`config.mk`:
```
export PLATFORM = sky130hd
export DESIGN_NAME = lsp_prev_extract
export DESIGN_NICKNAME = d
export VERILOG_FILES = /design/src/rtl/lsp_prev_extract.sv
export SDC_FILE = /design/constraint.sdc
export NUM_CORES = 2
export LEC_CHECK = 0
export BUFFER_PORTS_ARGS = -buffer_cell sky130_fd_sc_hd__buf_2
export CORE_MARGIN = 10
export CORE_UTILIZATION = 52
export CTS_CLUSTER_SIZE = 20
export DETAILED_ROUTE_END_ITERATION = 6
export GPL_TIMING_DRIVEN = 0
export PLACE_DENSITY = 0.71
export SYNTH_ARGS = -nofsm -noshare
export SYNTH_HDL_FRONTEND = slang
export SYNTH_SLANG_ARGS = --single-unit
```
`constraint.sdc`:
```
create_clock -name clk -period 16.35 [get_ports clk]
set_clock_uncertainty 0.05 [all_clocks]
set_input_delay 1.635 -clock clk [delete_from_list [all_inputs] [get_ports clk]]
set_output_delay 1.635 -clock clk [all_outputs]
set_load 0.005 [all_outputs]
```
`src/rtl/lsp_prev_extract.sv`:
```
// Inverse of the LSP MA-prediction step: for each of 10 coefficients, removes the
// four weighted previous-frame contributions and rescales by fg_sum_inv (G.729 basic-op semantics).
module lsp_prev_extract (
    input  logic        clk,
    input  logic        reset,
    input  logic        start,
    input  logic [11:0] lspAddr,
    input  logic [11:0] freq_prevAddr,
    input  logic [11:0] fgAddr,
    input  logic [11:0] fg_sum_invAddr,
    input  logic [11:0] lsp_eleAddr,
    input  logic [31:0] memIn,
    input  logic [31:0] constantMemIn,
    output logic [11:0] memReadAddr,
    output logic [11:0] memWriteAddr,
    output logic [31:0] memOut,
    output logic        memWriteEn,
    output logic [11:0] constantMemAddr,
    output logic        done,
    output logic [2:0]  o_dbg_state
);

    localparam logic [2:0] S_IDLE   = 3'd0;
    localparam logic [2:0] S_RD_LSP = 3'd1;
    localparam logic [2:0] S_INIT   = 3'd2;
    localparam logic [2:0] S_MSU    = 3'd3;
    localparam logic [2:0] S_MULT   = 3'd4;
    localparam logic [2:0] S_WRITE  = 3'd5;
    localparam logic [2:0] S_DONE   = 3'd6;

    logic [2:0]  r_state;
    logic [3:0]  r_j;
    logic [1:0]  r_k;
    logic [31:0] r_acc;
    logic [15:0] r_res;

    function automatic logic [31:0] l_mult(input logic [15:0] a, input logic [15:0] b);
        logic signed [31:0] p;
        p = $signed({{16{a[15]}}, a}) * $signed({{16{b[15]}}, b});
        // Only -1 * -1 overflows the doubled product.
        if (p == 32'sh4000_0000) return 32'h7FFF_FFFF;
        return {p[30:0], 1'b0};
    endfunction

    function automatic logic [31:0] l_sub(input logic [31:0] a, input logic [31:0] b);
        logic [32:0] d;
        d = {a[31], a} - {b[31], b};
        if (d[32] != d[31]) return d[32] ? 32'h8000_0000 : 32'h7FFF_FFFF;
        return d[31:0];
    endfunction

    function automatic logic [31:0] l_shl3(input logic [31:0] x);
        if (x[31:28] == 4'h0 || x[31:28] == 4'hF) return {x[28:0], 3'b000};
        return x[31] ? 32'h8000_0000 : 32'h7FFF_FFFF;
    endfunction

    logic [11:0] w_j12;
    logic [1:0]  w_row;
    logic [11:0] w_row_base;
    logic [11:0] w_off;
    logic [31:0] w_msu;
    logic [31:0] w_shl;
    logic        w_unused;

    assign w_j12 = {8'd0, r_j};
    // INIT fetches row 0; each MSU cycle prefetches the next row.
    assign w_row = (r_state == S_INIT) ? 2'd0 : (r_k + 2'd1);

    always_comb begin
        w_row_base = 12'd0;
        case (w_row)
            2'd0: w_row_base = 12'd0;
            2'd1: w_row_base = 12'd10;
            2'd2: w_row_base = 12'd20;
            2'd3: w_row_base = 12'd30;
            default: w_row_base = 12'd0;
        endcase
    end

    assign w_off    = w_row_base + w_j12;
    assign w_msu    = l_sub(r_acc, l_mult(memIn[15:0], constantMemIn[15:0]));
    assign w_shl    = l_shl3(l_mult(r_acc[31:16], constantMemIn[15:0]));
    assign w_unused = ^{memIn[31:16], constantMemIn[31:16], w_shl[15:0]};

    always_ff @(posedge clk) begin
        if (reset) begin
            r_state <= S_IDLE;
            r_j     <= 4'd0;
            r_k     <= 2'd0;
            r_acc   <= 32'd0;
            r_res   <= 16'd0;
        end else begin
            case (r_state)
                S_IDLE: begin
                    if (start) begin
                        r_state <= S_RD_LSP;
                        r_j     <= 4'd0;
                    end
                end
                S_RD_LSP: r_state <= S_INIT;
                S_INIT: begin
                    r_acc   <= {memIn[15:0], 16'h0000};
                    r_k     <= 2'd0;
                    r_state <= S_MSU;
                end
                S_MSU: begin
                    r_acc <= w_msu;
                    if (r_k == 2'd3) r_state <= S_MULT;
                    else             r_k     <= r_k + 2'd1;
                end
                S_MULT: begin
                    r_res   <= w_shl[31:16];
                    r_state <= S_WRITE;
                end
                S_WRITE: begin
                    if (r_j == 4'd9) begin
                        r_state <= S_DONE;
                    end else begin
                        r_j     <= r_j + 4'd1;
                        r_state <= S_RD_LSP;
                    end
                end
                S_DONE:  r_state <= S_IDLE;
                default: r_state <= S_IDLE;
            endcase
        end
    end

    always_comb begin
        memReadAddr     = 12'd0;
        constantMemAddr = 12'd0;
        memWriteAddr    = 12'd0;
        memOut          = 32'd0;
        memWriteEn      = 1'b0;
        done            = 1'b0;
        case (r_state)
            S_RD_LSP: memReadAddr = lspAddr + w_j12;
            S_INIT: begin
                memReadAddr     = freq_prevAddr + w_off;
                constantMemAddr = fgAddr + w_off;
            end
            S_MSU: begin
                if (r_k == 2'd3) begin
                    constantMemAddr = fg_sum_invAddr + w_j12;
                end else begin
                    memReadAddr     = freq_prevAddr + w_off;
                    constantMemAddr = fgAddr + w_off;
                end
            end
            S_WRITE: begin
                memWriteEn   = 1'b1;
                memWriteAddr = lsp_eleAddr + w_j12;
                memOut       = {{16{r_res[15]}}, r_res};
            end
            S_DONE:  done = 1'b1;
            default: ;
        endcase
    end

    assign o_dbg_state = r_state;

endmodule

```
# Yosys cells after proc, flatten, opt, wreduce, memory -nomap -nowiden
# Cells that the tools add are included.
# W data, S select, Z words.
dict set report totals {
  wordCells 78
  inputBits 127
  output_inout_bits 73
  register_bits 57
}
dict set report op_classes {
  muxes 34
  n_reduce_logical 9
  n_eq_ne 19
  addsub 9
  multipliers 2
}
# operator n
set op_table {}
lappend op_table {{$mux W32} 11}
lappend op_table {{$eq A32 B32 Y1 const B} 2}
lappend op_table {{$mul A16 B16 Y32} 2}
lappend op_table {{$pmux W32 S2} 1}
lappend op_table {{$add A12 B4 Y12} 4}
lappend op_table {{$pmux W12 S4} 1}
lappend op_table {{$mux W12} 3}
lappend op_table {{$pmux W12 S3} 1}
lappend op_table {{$sub A32 B32 Y33} 1}
lappend op_table {{$add A12 B12 Y12} 2}
lappend op_table {{$pmux W12 S2} 1}
lappend op_table {{$pmux W3 S6} 1}
lappend op_table {{$eq A3 B3 Y1 const B} 3}
lappend op_table {{$mux W3} 3}
lappend op_table {{$eq A4 B4 Y1 const B} 2}
lappend op_table {{$mux W4} 2}
lappend op_table {{$ne A2 B2 Y1 const B} 4}
lappend op_table {{$pmux W4 S2} 1}
lappend op_table {{$eq A2 B2 Y1 const B} 3}
lappend op_table {{$eq A3 B2 Y1 const B} 2}
lappend op_table {{$mux W1} 6}
lappend op_table {{$add A4 B1 Y4 const B} 1}
lappend op_table {{$logic_not A4 Y1} 1}
lappend op_table {{$mux W2} 2}
lappend op_table {{11 further kinds} 13}

# Longest topological paths before layout
dict set report depth {
  ltp_word 9
  ltp_mapped 37
  mapped_depth_nobuf 35
}

# Least setup slack after synthesis
# No wires, ideal clock.
dict set report synth_timing {
  kind {input -> register}
  startpoint {input port memIn[10]}
  endpoint {register r_acc[10]}
  n_path_buf 3
  path_stages 37
  slack_ns 4.919
  required_ns 16.226
  setup_ns 0.074
  arrival_ns 11.307
  path_cell_list {clkbuf_1 nand2_1 fa_1 inv_1 fa_1 inv_1 fa_1 inv_1 fa_1 fa_1 inv_1 fa_1 inv_1 ha_1 a21o_1 o211a_1 nor2_1 nor3_1 or4_1 or4_1 or4_1 or4b_4 nor4_4 buf_4 a21oi_1 ha_1 nor2b_1 o2111ai_1 nand3_1 and3_1 o311ai_0 a21boi_0 mux2i_1 xnor2_1 clkbuf_1 nor2_1 o21ai_0}
}
dict set report synth_via {
  elab_chain_cells 9
  elab_cells_between_ends 11
  cone_classes {add/sub: 1; mul: 1; eq/ne: 2; mux: 7}
}
# item line
set synth_lines {}
lappend synth_lines {{start: declaration} 12} ;# input logic [31:0] memIn,
lappend synth_lines {{$mul A16 B16 Y32 *} 39} ;# p = $signed({{16{a[15]}}, a}) * $signed({{16{b[15]}}, b});
lappend synth_lines {{$eq A32 B32 Y1} 41} ;# if (p == 32'sh4000_0000) return 32'h7FFF_FFFF;
lappend synth_lines {{$mux W1} 41}
lappend synth_lines {{$mux W32 *} 42} ;# return {p[30:0], 1'b0};
lappend synth_lines {{$sub A32 B32 Y33 *} 47} ;# d = {a[31], a} - {b[31], b};
lappend synth_lines {{$mux W32 / $ne A1 B1 Y1 (equally long branches)} 48} ;# if (d[32] != d[31]) return d[32] ? 32'h8000_0000 : 32'h7FFF_FFFF;
lappend synth_lines {{$mux W32 / $mux W1 (equally long branches)} 48}
lappend synth_lines {{$mux W32 *} 49} ;# return d[31:0];
lappend synth_lines {{$pmux W32 S2 *} 93} ;# case (r_state)
lappend synth_lines {{end signal: assignment} 102} ;# r_acc <= {memIn[15:0], 16'h0000};
lappend synth_lines {{end signal: assignment} 107} ;# r_acc <= w_msu;
lappend synth_lines {{end: declaration} 34} ;# logic [31:0] r_acc;
# Mark *: on every way between the ends. The rest lies on a longest branch, timed or not. The select of a mux whose other input is x is not followed.
# A chain may end at the register's enable or synchronous reset.

# Final worst setup path
dict set report layout_timing {
  startpoint {input port constantMemIn[15]}
  endpoint {register r_acc[6]}
}
dict set report layout_via {
  elab_chain_cells 9
  elab_cells_between_ends 11
  cone_classes {add/sub: 1; mul: 1; eq/ne: 2; mux: 7}
}
# item line
set layout_lines {}
lappend layout_lines {{start: declaration} 13} ;# input logic [31:0] constantMemIn,
lappend layout_lines {{$mul A16 B16 Y32 *} 39}
lappend layout_lines {{$eq A32 B32 Y1} 41}
lappend layout_lines {{$mux W1} 41}
lappend layout_lines {{$mux W32 *} 42}
lappend layout_lines {{$sub A32 B32 Y33 *} 47}
lappend layout_lines {{$mux W32 / $ne A1 B1 Y1 (equally long branches)} 48}
lappend layout_lines {{$mux W32 / $mux W1 (equally long branches)} 48}
lappend layout_lines {{$mux W32 *} 49}
lappend layout_lines {{$pmux W32 S2 *} 93}
# Marks and branches as above.

==> metrics.txt <==
GRT Resource Usage Total=27.0%; clock transition at the register clock pins on the worst setup and hold paths after CTS=0.06 ns; post-synth net total=3905; Die H=244 um; Slowest-stage cell, CP=clkbuf_1; total clock sinks=57; cell taking the most area after synthesis=fa_1; highest cell delay on the worst timing path=0.96 ns; syn avg cell area=8.63 um^2; DIE AREA=0.0595 mm^2; maximum fanout encountered on the critical timing path=11; path class of the lowest-slack min-delay path=flip-flop to flip-flop; nature of the critical path startpoint=input port; register bit total from synthesis=57; number of resized instances in the post-cts repair step=0; final hold slack=0.415 ns; final period demand of the worst path=13.60 ns; number of distinct library cell variants in the gate-level netlist after synthesis=72; vias per cell=5.65; ratio of cells with drive above 1 in the final layout=6.75%; clock root cell=clkbuf_16; hpwl dp=67300 um; hold_buf cts=0; slew margin rel.=18.0%; number of buffers on the longest clock path=2; final routed wire length divided by cell count=20.4 um; Crit path arrival time=13.83 ns; # nets final=4081; antenna-violating nets left=0; Post-Route WL=79000 um; TNS Setup=0 ns; fin area=0.0281 mm^2; Crit path required time=16.58 ns; warnings from Yosys=0; number of clock buffers inserted by TritonCTS=9; vias post-DR=21800; upper clock frequency limit=73.5 MHz; Hold Crit Endpoint=r_acc[2]; cell area after placement=0.0277 mm^2; r2r startpoint=r_acc[26]; Starting Density=52.9%; number of buffers inserted by port buffering=165; Slew Viols, Final=0; endpoint of the worst-slack reg-to-reg timing path=r_res[6]; Tightest Pin Transition=1.23 ns; part of the Yosys area used for sequential elements=4.38%; count of cells along the worst register-to-register path=26; Placement Rows=81; element type at the critical path end=flip-flop; Remaining Overflow, GRT=0; number of placed I/O pins=200; Post-synth ARST share=0%; most frequent CP cell=fa_1; worst setup slack for register-to-register paths=7.51 ns; number of H-tree levels=3; drc violations=0; vias in the first global route=23100; count of TritonRoute iterations in the first routing pass=5; cell depth of the worst hold path=2; post-synthesis instance area=0.0261 mm^2; area of the core=0.0493 mm^2; number of hold-slack violations in the final timing report=0; CP Class=input port to flip-flop; maximum number of pins on one net before global-route repair=18; Final Setup Violations=0; antenna violations before repair=9; biggest area contributors in the synthesized netlist=fa_1 (41%), ha_1 (11%), inv_1 (7.9%); outcome=finished clean; area overhead of the layout relative to synthesis=7.65%; count of flip-flops with a built-in enable after synthesis=0; global-route wire length before repair=127000 um; unrepaired setup endpoints after global routing=false; share of the cycle needed by the critical path after routing=83.2%; post-CTS setup repair buffer count=0; cell count after synthesis=3021; # Max-Cap Violations=0; area fraction of the dominant cell type after synthesis=40.8%; overall die width=244 um; Top FF cell, synth=dfxtp_1; hold_sp=r_acc[2]; clock insertion delay at the later pin of the skew report=0.36 ns; routability congestion estimate=0.995; TritonCTS clock tree=done; DR iter-0 viols=1704
## cell type report
class                           count  area (um^2)
Sequential cell                    57         1140
Clock buffer                        9          225
Tap cell                          664          831
Antenna cell                        4         10.0
Multi-Input combinational cell   2277        22300
Inverter                          548         2060
Clock inverter                      7          103
Buffer                            139          591
Fill cell                        4558        21200
Timing Repair Buffer              165          826
## synth_stat cells, types with 5 or more instances
master / number
mux2i_1: 5
nand3_1: 39
o22ai_1: 25
o31ai_1: 5
nand2b_1: 32
a21oi_1: 98
a211oi_1: 17
o32ai_1: 6
o211ai_1: 9
buf_4: 18
inv_1: 548
xor2_1: 62
o211a_1: 5
a21o_1: 48
and2_1: 253
ha_1: 226
clkbuf_1: 120
a221oi_1: 9
or3_1: 13
o21a_1: 21
nand2_1: 343
a311oi_1: 16
nor3_1: 33
nor2b_1: 22
nand4_1: 13
a31oi_1: 6
or4_1: 8
a211o_1: 6
nor2_1: 157
and3_1: 18
dfxtp_1: 57
nor4_1: 10
o21ai_0: 78
fa_1: 531
o21bai_1: 13
xnor2_1: 75
## through the flow
| step | instances | utilization (%) | setup slack (ns) |
|---|---|---|---|
| 3_3_place_gp | 3850 | 56.3 | 2.56 |
| 5_1_grt | 3868 | 57.0 | 2.00 |
| 6_report | 3870 | 57.0 | 2.75 |
| 3_5_place_dp | 3850 | 56.3 | 2.54 |
| 4_1_cts | 3866 | 57.0 | 2.87 |
| 2_1_floorplan | 3021 | - | 4.92 |
## state kept, by name, indices dropped and copies added, names as in the netlist
signal,flops
r_acc,32
r_res,16
r_j,4
o_dbg_state,3
r_k,2
## critical path: cells and delay by family
kind,cells,cell delay (ns)
fa+ha+maj,8,3.74
simple gates,11,3.30
buf+inv,5,2.30
compound gates,8,1.92
xor+xnor,1,0.60
mux,1,0.30
## how the worst max path moves through the flow
stage	from	end	slack (ns)	cells after the start
after CTS	constantMemIn[15]	r_acc[6]	2.87	34
after floorplan	memIn[10]	r_acc[10]	4.92	37
after global placement	constantMemIn[15]	r_acc[3]	2.56	34
after global routing	constantMemIn[15]	r_acc[6]	2.00	34
final	constantMemIn[15]	r_acc[6]	2.75	34
after detailed placement	constantMemIn[15]	r_acc[6]	2.54	34
## logic make-up (layout without fill, tap and decap cells)
logic type,count (synthesis),count (layout),synth area share (%)
multiplexers,7,7,0.278
flip-flops,57,57,4.38
XOR/XNOR,138,138,4.69
adder cells (fa/ha/maj),757,757,51.6
other,0,4,0
AND/OR/NAND/NOR,958,958,18.1
AO/OA/AOI/OAI,417,417,10.8
buffers and inverters,687,868,10.2
## cells in the final DEF, fill, tap and decap left out, drive strengths merged, types with 33 or more instances in the layout
cell / instances
inv: 549
xnor2: 75
nor2: 157
o21ai: 79
ha: 226
a21oi: 98
xor2: 62
a21o: 48
and2: 253
nand3: 39
nor3: 33
fa: 531
dfxtp: 57
buf: 184
clkbuf: 129
nand2: 343
## layer usage
metal / up-vias / global-route usage, % / routed length [um]
li1: 9863 / - / -
met1: 10800 / 34.7 / 31400
met2: 984 / 43.4 / 36400
met3: 168 / 6.35 / 7730
met4: 12 / 10.9 / 3430
met5: - / 0 / 60
Power is not shown: default switching activity piles up to over one toggle a cycle in this logic, so the estimate is an artifact.
